**src/rtl/btn_pulse.sv**
```systemverilog
`default_nettype none
// ----------------------------------------------------------------------------
// btn_pulse - pushbutton synchroniser/debouncer with PRESS, RELEASE, HOLD.
// Optional macro BTN_AUTOREPEAT_EN: PRESS auto-repeats while held. Rev 1.0
// ----------------------------------------------------------------------------
module btn_pulse #(
  parameter int DEBOUNCE_CYCLES = 500000,
  parameter int HOLD_CYCLES     = 50000000,
  parameter int REPEAT_CYCLES   = 10000000
) (
  input  logic clock_i,
  input  logic reset_i,
  input  logic btn_i,
  output logic level_o,
  output logic press_o,
  output logic release_o,
  output logic hold_o
);

  localparam int DB_W   = $clog2(DEBOUNCE_CYCLES) + 1;
  localparam int HOLD_W = $clog2(HOLD_CYCLES) + 1;
  localparam logic [DB_W-1:0]   DB_LAST   = DB_W'(DEBOUNCE_CYCLES - 1);
  localparam logic [HOLD_W-1:0] HOLD_LAST = HOLD_W'(HOLD_CYCLES - 1);

  if (DEBOUNCE_CYCLES < 1 || HOLD_CYCLES < 1 || REPEAT_CYCLES < 1) begin : g_param_check
    $error("btn_pulse: cycle parameters must all be >= 1");
  end

  typedef enum logic [1:0] {
    ST_IDLE    = 2'd0,
    ST_PRESSED = 2'd1,
    ST_HELD    = 2'd2
  } state_t;

  logic [1:0]        sync_q;
  logic              level_q, level_d;
  logic [DB_W-1:0]   db_cnt_q, db_cnt_d;
  state_t            state_q, state_d;
  logic [HOLD_W-1:0] hold_cnt_q, hold_cnt_d;
  logic              press_q, press_d;
  logic              release_q, release_d;
  logic              hold_q, hold_d;

  logic w_differ;
  logic w_accept;
  logic w_rise;
  logic w_fall;

`ifdef BTN_AUTOREPEAT_EN
  localparam int REP_W = $clog2(REPEAT_CYCLES) + 1;
  localparam logic [REP_W-1:0] REP_LAST = REP_W'(REPEAT_CYCLES - 1);
  logic [REP_W-1:0] rep_cnt_q, rep_cnt_d;

  always_ff @(posedge clock_i) begin
    if (reset_i) rep_cnt_q <= '0;
    else         rep_cnt_q <= rep_cnt_d;
  end
`endif

  // Acceptance is decoded one cycle early so LEVEL and the strobes change on the same edge.
  assign w_differ = (sync_q[1] != level_q);
  assign w_accept = w_differ && (db_cnt_q == DB_LAST);
  assign w_rise   = w_accept && sync_q[1];
  assign w_fall   = w_accept && !sync_q[1];

  always_comb begin
    level_d  = level_q;
    db_cnt_d = '0;
    if (w_differ) begin
      if (w_accept) level_d  = sync_q[1];
      else          db_cnt_d = db_cnt_q + DB_W'(1);
    end
  end

  always_comb begin
    state_d    = state_q;
    hold_cnt_d = hold_cnt_q;
    press_d    = 1'b0;
    release_d  = 1'b0;
    hold_d     = hold_q;
`ifdef BTN_AUTOREPEAT_EN
    rep_cnt_d  = rep_cnt_q;
`endif
    case (state_q)
      ST_IDLE: begin
        if (w_rise) begin
          state_d    = ST_PRESSED;
          press_d    = 1'b1;
          hold_cnt_d = '0;
        end
      end
      ST_PRESSED: begin
        if (w_fall) begin
          state_d    = ST_IDLE;
          release_d  = 1'b1;
          hold_cnt_d = '0;
        end else if (hold_cnt_q == HOLD_LAST) begin
          state_d    = ST_HELD;
          hold_d     = 1'b1;
          hold_cnt_d = '0;
`ifdef BTN_AUTOREPEAT_EN
          press_d    = 1'b1;
          rep_cnt_d  = '0;
`endif
        end else begin
          hold_cnt_d = hold_cnt_q + HOLD_W'(1);
        end
      end
      ST_HELD: begin
        if (w_fall) begin
          state_d   = ST_IDLE;
          release_d = 1'b1;
          hold_d    = 1'b0;
`ifdef BTN_AUTOREPEAT_EN
          rep_cnt_d = '0;
        end else if (rep_cnt_q == REP_LAST) begin
          press_d   = 1'b1;
          rep_cnt_d = '0;
        end else begin
          rep_cnt_d = rep_cnt_q + REP_W'(1);
`endif
        end
      end
      default: begin
        state_d = ST_IDLE;
        hold_d  = 1'b0;
      end
    endcase
  end

  always_ff @(posedge clock_i) begin
    if (reset_i) begin
      sync_q     <= '0;
      level_q    <= 1'b0;
      db_cnt_q   <= '0;
      state_q    <= ST_IDLE;
      hold_cnt_q <= '0;
      press_q    <= 1'b0;
      release_q  <= 1'b0;
      hold_q     <= 1'b0;
    end else begin
      sync_q     <= {sync_q[0], btn_i};
      level_q    <= level_d;
      db_cnt_q   <= db_cnt_d;
      state_q    <= state_d;
      hold_cnt_q <= hold_cnt_d;
      press_q    <= press_d;
      release_q  <= release_d;
      hold_q     <= hold_d;
    end
  end

  assign level_o   = level_q;
  assign press_o   = press_q;
  assign release_o = release_q;
  assign hold_o    = hold_q;

endmodule
`default_nettype wire
```
**config.mk**
```make
export PLATFORM = sky130hd
export DESIGN_NAME = btn_pulse
export DESIGN_NICKNAME = d
export VERILOG_FILES = /design/src/rtl/btn_pulse.sv
export SDC_FILE = /design/constraint.sdc
export NUM_CORES = 1
export LEC_CHECK = 0
export BUFFER_PORTS_ARGS = -buffer_cell sky130_fd_sc_hd__buf_4
export CAP_MARGIN = 5
export CELL_PAD_IN_SITES_DETAIL_PLACEMENT = 1
export CELL_PAD_IN_SITES_GLOBAL_PLACEMENT = 1
export CORE_MARGIN = 10
export CORE_UTILIZATION = 51
export CTS_CLUSTER_DIAMETER = 50
export CTS_CLUSTER_SIZE = 10
export DETAILED_ROUTE_END_ITERATION = 8
export GPL_TIMING_DRIVEN = 0
export PLACE_DENSITY_LB_ADDON = 0.1
export SLEW_MARGIN = 20
export SYNTH_ARGS = -nofsm -noshare
export SYNTH_HDL_FRONTEND = slang
export SYNTH_SLANG_ARGS = --single-unit
```
**constraint.sdc**
```tcl
create_clock -name clock_i -period 5.88 [get_ports clock_i]
set_input_delay 0.588 -clock clock_i [delete_from_list [all_inputs] [get_ports clock_i]]
set_output_delay 0.588 -clock clock_i [all_outputs]
set_load 0.03 [all_outputs]
```
==> results.sh <==
export IMPL_synth_seq_cells=55
export IMPL_cp_arrival_ns=3.10
export IMPL_timing_final_crit_share_pct=48.4
export IMPL_power_mw=0.706
export IMPL_core_um2=5110
export IMPL_cap_violations=0
export IMPL_p_per_area_nw_per_um2=238
export IMPL_cts_root_buf="clkbuf_8"
export IMPL_cts_buffers=5
export IMPL_ctsResizeCount=0
export IMPL_synth_top_area_share_pct=41.0
export IMPL_drc=0
export IMPL_start_util_pct=52.6
export IMPL_globalplace_congestion=0.794
export IMPL_drv_slew=0
export IMPL_grt_pass1_vias=2397
export IMPL_max_slew_margin_pct=45.1
export IMPL_crit_path_start_kind="register"
export IMPL_drt_vias_per_instance=5.89
export IMPL_cts_sink_count=55
export IMPL_grt_setup_unrepaired="false"
export IMPL_synth_edff_count=0
export IMPL_die_w_um=92.6
export IMPL_layout_commonest_cell="dfxtp_1"
export IMPL_clock_latency_ns=0.32
export IMPL_port_buffers=6
export IMPL_grt_pass1_wl_um=11500
export IMPL_area_growth_pct=10.2
export IMPL_clk_pin_slew_ns=0.10
export IMPL_routed_wl_um=6650
export IMPL_crit_path_max_fanout=10
export IMPL_async_flop_share_pct=0
export IMPL_fin_skew_ns=0.00717
export IMPL_peakVddDrop_uv=142
export IMPL_max_stage_delay_ns=0.61
export IMPL_grt_max_degree=18
export IMPL_synth_area_leader_cell="dfxtp_1"
export IMPL_synth_net_count=314
export IMPL_status="finished clean"
export IMPL_via_count=2297
export IMPL_wire_per_inst_um=17.0
export IMPL_avgSynthCellArea_um2=8.78
export IMPL_setup_violations=0
export IMPL_syn_area_um2=2690
export IMPL_cts_tree="yes"
export IMPL_hp_class="register to register"
export IMPL_hold_buffers=0
export IMPL_synthCells=306
export IMPL_ys_seq_area_share_pct=41.0
export IMPL_htree_levels=2
export IMPL_fmax_mhz=351
export IMPL_period_minus_slack_ns=2.85
export IMPL_critical_path_class="register to register"
export IMPL_path_cells="or4_4 > or4_4 > o31ai_4 > nand3_1 > or3_1 > a21oi_1"
export IMPL_layout_common_cells="dfxtp_1 (55), nor2_1 (53), nand2_1 (21), xnor2_1 (20), nand3_1 (18)"
export IMPL_crit_slowest_cell="or4_4"
export IMPL_end_kind="register"
export IMPL_first_pass_iters=4
export IMPL_synth_distinct_cells=45
export IMPL_fp_dieH_um=92.6
export IMPL_synth_area_leaders="dfxtp_1 (41%), nor2_1 (7.4%), xnor2_1 (6.5%)"
export IMPL_hpwlAfterDp_um=4570
export IMPL_num_nets_final=327
export IMPL_required_ns=6.14
export IMPL_drive_above_1_share_pct=10.0
export IMPL_path_common_cell="or4_4"
export IMPL_rows=26
export IMPL_antenna_found_initial=0
export IMPL_drtIter0Drc=86
export IMPL_fin_tns_setup_ns=0
export IMPL_p_leak_nw=0.938
export IMPL_ios=7
export IMPL_worst_pin_slew_ns=0.816
export IMPL_die_area_um2=8570
export IMPL_yosys_warnings=0
export IMPL_hold_viol_final=0
export IMPL_grt_usage_pct=16.4
export IMPL_post_cts_buffers=0
export IMPL_ant_nets=0
export IMPL_grt_overflow_total=0
export IMPL_synth_main_ff_cell="dfxtp_1"
export IMPL_clockBufferDepth=2
export IMPL_n_antenna_cell=0
-- area by class of cell --
type	instances	area, um^2
clock inverter	3	67.6
clock buffer	5	68.8
inverter	4	15.0
fill	640	2140
tap	70	87.6
sequential	55	1100
buffer	7	36.3
timing repair buffer	6	45.0
multi-input combinational	240	1540
-- state kept, by name (all words and copies together) (netlist names) --
signal / count
db_cnt_q: 20
hold_cnt_q: 27
hold_o: 1
level_o: 1
press_o: 1
release_o: 1
state_q: 2
sync_q: 2
-- path summary, 6_finish.rpt --
kind                                    from              to  slack (ns)  cells past startpoint
worst max register to register  db_cnt_q[11]  hold_cnt_q[15]        3.03                      6
worst min register to register     sync_q[0]       sync_q[1]        0.46                      1
worst min-delay path               sync_q[0]       sync_q[1]        0.46                      1
worst max-delay path            db_cnt_q[11]  hold_cnt_q[15]        3.03                      6
-- logic make-up (layout without fill, tap and decap cells) --
logic type / after synthesis / in the layout / share of synthesized area, %
XOR/XNOR: 37 / 37 / 12.1
AND/OR/NAND/NOR: 167 / 167 / 33.5
AO/OA/AOI/OAI: 31 / 31 / 9.26
flip-flops: 55 / 55 / 41.0
buffers and inverters: 11 / 25 / 1.91
adder cells (fa/ha/maj): 5 / 5 / 2.33
-- Yosys cell counts (all sizes together), types with 4 or more instances --
master,instances
xnor2,20
xor2,17
and4,5
nor2,53
dfxtp,55
a21oi,7
o21ai,5
and3,6
nand3,18
nand2,21
inv,4
ha,5
nor4,8
nand4,16
buf,4
nor3,15
nand2b,5
-- worst max-delay path: cells and delay by family, from the launching register on --
family / cells / cell delay (ns)
AND/OR/NAND/NOR: 4 / 1.73
flip-flops: 1 / 0.38
AO/OA/AOI/OAI: 2 / 0.67
-- power by group --
group	total (mW)	switching [mW]	internal, mW
Combinational	0.0270	0.0174	0.00962
Clock	0.303	0.134	0.170
Sequential	0.375	0.00113	0.374
-- per-layer routing --
| metal | up-vias | global-route usage (%) | wire [um] |
|---|---|---|---|
| li1 | 1123 | - | - |
| met1 | 1132 | 17.9 | 2850 |
| met2 | 29 | 29.9 | 3500 |
| met3 | 13 | 3.87 | 155 |
| met4 | 0 | 6.56 | 143 |
| met5 | - | 0 | 0 |
-- metrics by stage --
| stage | hold slack [ns] | setup WS [ns] | instance area, um^2 | util [%] | cells |
|---|---|---|---|---|---|
| floorplan | 0.414 | 3.39 | 2690 | - | 306 |
| global placement | 0.420 | 3.02 | 2820 | 55.2 | 382 |
| detailed placement | 0.446 | 3.10 | 2830 | 55.3 | 382 |
| CTS | 0.466 | 3.00 | 2960 | 58.0 | 390 |
| global route | 0.483 | 2.87 | 2960 | 58.0 | 390 |
| finish | 0.459 | 3.03 | 2960 | 58.0 | 390 |
No activity file was read; power rests on OpenSTA's default activity.
